`config.mk`:
```
export PLATFORM = sky130hd
export DESIGN_NAME = d16_flags
export DESIGN_NICKNAME = d
export VERILOG_FILES = /design/src/rtl/d16_flags.sv
export SDC_FILE = /design/constraint.sdc
export NUM_CORES = 1
export LEC_CHECK = 0
export CAP_MARGIN = 20
export CORE_ASPECT_RATIO = 1.2
export CORE_MARGIN = 2
export CORE_UTILIZATION = 46
export CTS_BUF_LIST = sky130_fd_sc_hd__clkbuf_2 sky130_fd_sc_hd__clkbuf_4 sky130_fd_sc_hd__clkbuf_8
export DETAILED_ROUTE_END_ITERATION = 7
export GPL_ROUTABILITY_DRIVEN = 0
export HOLD_SLACK_MARGIN = 0.02
export PLACE_DENSITY = 0.79
export REMOVE_ABC_BUFFERS = 1
export SETUP_SLACK_MARGIN = 0.15
export SLEW_MARGIN = 20
export SYNTH_ARGS = -nofsm -noshare
export SYNTH_HDL_FRONTEND = slang
export SYNTH_SLANG_ARGS = --single-unit
```
`constraint.sdc`:
```
create_clock -name sys_clk -period 2.25 [get_ports sys_clk]
set_input_delay 0.5625 -clock sys_clk [delete_from_list [all_inputs] [get_ports sys_clk]]
set_output_delay 0.5625 -clock sys_clk [all_outputs]
set_load 0.02 [all_outputs]
```
`src/rtl/d16_flags.sv`:
```
// d16 status-flag unit: latches ALU flags into the architectural status
// register, evaluates branch conditions one cycle after a request, and
// saves/restores the flags through a small LIFO around interrupts.
module d16_flags #(
    parameter int DEPTH = 4,
    parameter int PTR_W = 2
) (
    input  logic       sys_clk,
    input  logic       sys_rst_n,
    input  logic       alu_c,
    input  logic       alu_n,
    input  logic       alu_o,
    input  logic       alu_z,
    input  logic [2:0] ctrl_alu,
    input  logic       flags_we,
    input  logic       flags_wr,
    input  logic [3:0] flags_wdata,
    input  logic       push,
    input  logic       pop,
    input  logic       cond_valid,
    input  logic [2:0] cond,
    output logic       taken,
    output logic       taken_valid,
    output logic [3:0] flags,
    output logic       stack_empty,
    output logic       stack_full,
    output logic       stack_err,
    input  logic       err_clr
);

    localparam logic [PTR_W:0] SP_FULL = (PTR_W + 1)'(DEPTH);

    logic [3:0]       flags_reg, flags_next;
    logic [PTR_W:0]   sp_reg, sp_next;
    logic             taken_reg, taken_next;
    logic             taken_valid_reg, taken_valid_next;
    logic             stack_err_reg, stack_err_next;
    logic [3:0]       stack_mem [DEPTH];

    logic             push_ok;
    logic             pop_ok;
    logic             err_new;
    logic             alu_qual;
    logic [PTR_W-1:0] pop_idx;

    // Branch condition table over {o,n,z,c}.
    function automatic logic eval_cond(input logic [2:0] code, input logic [3:0] f);
        logic r;
        case (code)
            3'd0:    r = 1'b1;
            3'd1:    r = f[1];
            3'd2:    r = ~f[1];
            3'd3:    r = f[0];
            3'd4:    r = ~f[0];
            3'd5:    r = f[2];
            3'd6:    r = f[3];
            default: r = f[2] ^ f[3];
        endcase
        return r;
    endfunction

    assign stack_empty = (sp_reg == '0);
    assign stack_full  = (sp_reg == SP_FULL);

    // Low pointer bits minus one address the top entry; wraps correctly when full.
    assign pop_idx = sp_reg[PTR_W-1:0] - 1'b1;

    // Stack arbitration, flag priority (pop > write > ALU > hold) and forwarded condition result.
    always_comb begin
        push_ok          = push & ~pop & ~stack_full;
        pop_ok           = pop & ~push & ~stack_empty;
        err_new          = (push & pop) | (push & ~pop & stack_full) | (pop & ~push & stack_empty);
        alu_qual         = flags_we & (ctrl_alu >= 3'd1) & (ctrl_alu <= 3'd4);

        sp_next          = sp_reg;
        flags_next       = flags_reg;
        stack_err_next   = stack_err_reg;
        taken_next       = taken_reg;
        taken_valid_next = cond_valid;

        if (push_ok)
            sp_next = sp_reg + 1'b1;
        else if (pop_ok)
            sp_next = sp_reg - 1'b1;

        if (pop_ok)
            flags_next = stack_mem[pop_idx];
        else if (flags_wr)
            flags_next = flags_wdata;
        else if (alu_qual)
            flags_next = {alu_o, alu_n, alu_z, alu_c};

        // A new error outranks a same-cycle clear.
        if (err_new)
            stack_err_next = 1'b1;
        else if (err_clr)
            stack_err_next = 1'b0;

        if (cond_valid)
            taken_next = eval_cond(cond, flags_next);
    end

    // Architectural state with asynchronous active-low reset.
    always_ff @(posedge sys_clk or negedge sys_rst_n) begin
        if (!sys_rst_n) begin
            flags_reg       <= 4'b0000;
            sp_reg          <= '0;
            taken_reg       <= 1'b0;
            taken_valid_reg <= 1'b0;
            stack_err_reg   <= 1'b0;
        end else begin
            flags_reg       <= flags_next;
            sp_reg          <= sp_next;
            taken_reg       <= taken_next;
            taken_valid_reg <= taken_valid_next;
            stack_err_reg   <= stack_err_next;
        end
    end

    // Stack storage saves the pre-update flags; contents need no reset.
    always_ff @(posedge sys_clk) begin
        if (push_ok)
            stack_mem[sp_reg[PTR_W-1:0]] <= flags_reg;
    end

    assign flags       = flags_reg;
    assign taken       = taken_reg;
    assign taken_valid = taken_valid_reg;
    assign stack_err   = stack_err_reg;

endmodule

```
==> impl_metrics.env <==
export IMPL_wirelength_um=3010
export IMPL_fmax_ghz=0.465
export IMPL_final_cells=191
export IMPL_dr_total_vias=1072
export IMPL_ys_ff_latch=26
export IMPL_rows=21
export IMPL_grt_pass1_vias=1079
export IMPL_grt_max_degree=15
export IMPL_rr_worst_depth=8
export IMPL_post_route_period_util_pct=95.5
export IMPL_combPwrFrac_pct=51.0
export IMPL_cp_required_ns=2.45
export IMPL_critPathLaunch="ctrl_alu[1]"
export IMPL_use_met1_pct=24.6
export IMPL_insertion_delay_ns=0.30
export IMPL_worstHoldPathType="register to register"
export IMPL_seq_power_share_pct=38.7
export IMPL_maxCapViolations=0
export IMPL_synthCells=106
export IMPL_final_hold_violation_count=0
export IMPL_place_inst=183
export IMPL_vias_per_cell=5.61
export IMPL_synth_edf_count=16
export IMPL_drv_slew=0
export IMPL_cts_made_buffers=3
export IMPL_die_area_um2=3420
export IMPL_clock_sinks=26
export IMPL_cts_tree="done"
export IMPL_first_pass_iters=4
export IMPL_grt_pass1_wl_um=4820
export IMPL_drive_above_1_share_pct=29.3
export IMPL_setup_violations=0
export IMPL_ys_warn_count=0
export IMPL_synth_top_cell_area_share_pct=35.2
export IMPL_hpwl_um=2260
export IMPL_switchingPower_mw=0.636
export IMPL_grt_antenna_before_repair=0
export IMPL_finalClockSkew_ns=0.00406
export IMPL_synth_largest_area_cell="edfxtp_1"
export IMPL_async_flop_share_pct=38.5
export IMPL_h_tree_depth=1
export IMPL_post_drt_wl_per_cell_um=15.8
export IMPL_nFillCells=198
export IMPL_clk_pin_slew_ns=0.13
export IMPL_netlist_area_um2=1370
export IMPL_rsz0062_at_grt="true"
export IMPL_arrival_ns=2.35
export IMPL_num_antenna_cells=0
export IMPL_grt_util_met3_pct=2.13
export IMPL_clockBufferDepth=2
export IMPL_p_int_mw=1.20
export IMPL_drt_iter0_markers=23
export IMPL_power_switching_share_pct=34.6
export IMPL_fin_crit_ns=2.15
export IMPL_die_h_um=63.7
export IMPL_syn_avg_cell_area_um2=12.9
export IMPL_hold_buffers=0
export IMPL_cp_max_fo=4
export IMPL_top_usage_layer="met2"
export IMPL_crit_path_end_kind="register"
export IMPL_num_io_pins=31
export IMPL_use_met2_pct=32.9
export IMPL_portBuffers=30
export IMPL_ys_seq_area_share_pct=53.5
export IMPL_leakage_nw=0.775
export IMPL_slew_headroom_pct=70.4
export IMPL_drtAntennaViolNets=0
export IMPL_critPathLaunchType="primary input"
export IMPL_crit_end="taken$_DFFE_PN0P_"
export IMPL_worstSetupPathType="primary input to register"
export IMPL_drc=0
export IMPL_synthFlopType="edfxtp_1"
export IMPL_r2r_end="taken$_DFFE_PN0P_"
export IMPL_syn_to_final_growth_pct=42.5
export IMPL_r2r_slack_ns=0.12
export IMPL_worst_hold_slack_ns=0.539
export IMPL_root_buffer="clkbuf_4"
export IMPL_synthDistinctLibCells=43
export IMPL_reg2reg_from="sp_reg[0]$_DFFE_PN0P_"
export IMPL_dieWidth_um=53.7
export IMPL_layout_nets=185
export IMPL_start_util_pct=48.6
export IMPL_design_core_area_um2=2810
export IMPL_largest_register_ffs=16
export IMPL_max_slew_worst_pin_slew_ns=0.442
export IMPL_overflow=0
export IMPL_power_share_clock_pct=10.2
export IMPL_ir_drop_uv=622
export IMPL_grt_usage_pct=19.2
export IMPL_outcome="complete, no violations"
export IMPL_ys_top_cells_by_area="edfxtp_1 35%, dfrtp_1 18%, mux4_1 5.8%, ha_1 3.7%, inv_1 2.5%"
export IMPL_power_density_nw_per_um2=944
==> per-layer routing <==
metal  wire length (um)  vias up
met4                 32        0
met5                  0        -
met1               1270      527
met2               1610       30
li1                   -      511
met3                 94        4
==> cell type report <==
cell class / count / area [um2] / share of cell area, %
clock buffers: 3 / 22.5 / 1.16
multi-input cells: 68 / 672 / 34.5
repair buffers: 49 / 437 / 22.4
clock inverters: 1 / 3.75 / 0.193
inverters: 10 / 37.5 / 1.93
well taps: 34 / 42.5 / 2.19
flip-flops and latches: 26 / 731 / 37.6
==> power groups by stage <==
stage	Sequential, mW	Clock, mW	Combinational (mW)
after floorplan	0.774	0	0.393
after global placement	0.711	0	0.808
after detailed placement	0.717	0	0.822
after CTS	0.709	0.194	0.901
after global routing	0.725	0.206	1.03
final	0.711	0.188	0.937
==> through the flow <==
stage	setup TNS, ns	total power, mW	util [%]	cell area [um2]	setup slack [ns]
after floorplan	-0.253	1.17	-	1350	-0.0955
after global routing	0	1.96	69.2	1950	0.0435
after global placement	-0.445	1.52	64.2	1810	-0.319
final	0	1.84	69.2	1950	0.100
after CTS	0	1.80	67.3	1890	0.111
after detailed placement	-0.612	1.54	64.2	1810	-0.388
==> worst min path at each step <==
stage               depth (start not counted)  slack, ns                    end             startpoint
finish                                      1       0.54  sp_reg[2]$_DFFE_PN0P_  sp_reg[2]$_DFFE_PN0P_
global route                                1       0.58  sp_reg[2]$_DFFE_PN0P_              sys_rst_n
CTS                                         1       0.54  sp_reg[2]$_DFFE_PN0P_  sp_reg[2]$_DFFE_PN0P_
detailed placement                          1       0.52  sp_reg[2]$_DFFE_PN0P_  sp_reg[2]$_DFFE_PN0P_
global placement                            1       0.52  sp_reg[2]$_DFFE_PN0P_  sp_reg[2]$_DFFE_PN0P_
floorplan                                   0       0.27     flags[0]$_DFF_PN0_              sys_rst_n
==> synth_stat cells (2+ instances only) <==
master,n
inv_1,9
or3_1,2
edfxtp_1,16
nor3_1,4
xnor2_1,2
a21oi_1,2
nand2_1,6
mux2i_1,2
mux2_2,2
and2_1,4
nor2b_1,3
ha_1,4
nand3_1,2
mux4_1,3
dfrtp_1,10
nor2_1,3
a41oi_1,2
a311oi_1,2
nand2b_1,4
==> worst max-delay path, cell delays in order <==
cell and delay, ns:
dlygate4sd2_1 0.28, or3_4 0.43, a311o_1 0.40, a41oi_2 0.24, mux2i_1 0.12, o32ai_2 0.27
nor3_2 0.05
==> repair_timing <==
item                       in CTS  in global routing
setup buffers                   2                  2
pin swaps                       3                  2
setup endpoints to repair       3                  3
resized for setup              16                 10
==> kinds of logic after synthesis <==
| kind of cell | after synthesis | synth area share (%) |
|---|---|---|
| adders and majority gates | 5 | 5.13 |
| DFF | 26 | 53.5 |
| AOI/OAI and AO/OA | 18 | 11.1 |
| xor gates and xnor gates | 2 | 1.28 |
| and+or+nand+nor | 35 | 14.6 |
| buffers and inverters | 12 | 3.85 |
| muxes | 8 | 10.5 |
==> cell usage in the layout (no fill, tap or decap), types with 2 or more instances in the layout <==
cell	instances
nand3_1	2
ha_1	3
o41ai_2	2
and2_1	4
nand2b_1	4
edfxtp_1	16
dlygate4sd2_1	4
nand2_1	6
buf_4	18
inv_1	6
dfrtp_1	10
nor2_1	3
nor2b_1	3
clkbuf_4	3
clkdlybuf4s50_1	25
nor3_2	3
xnor2_1	2
inv_2	4
mux2_2	2
or3_4	2
mux4_1	3
mux2i_1	2
(Power assumes the default switching activity.)
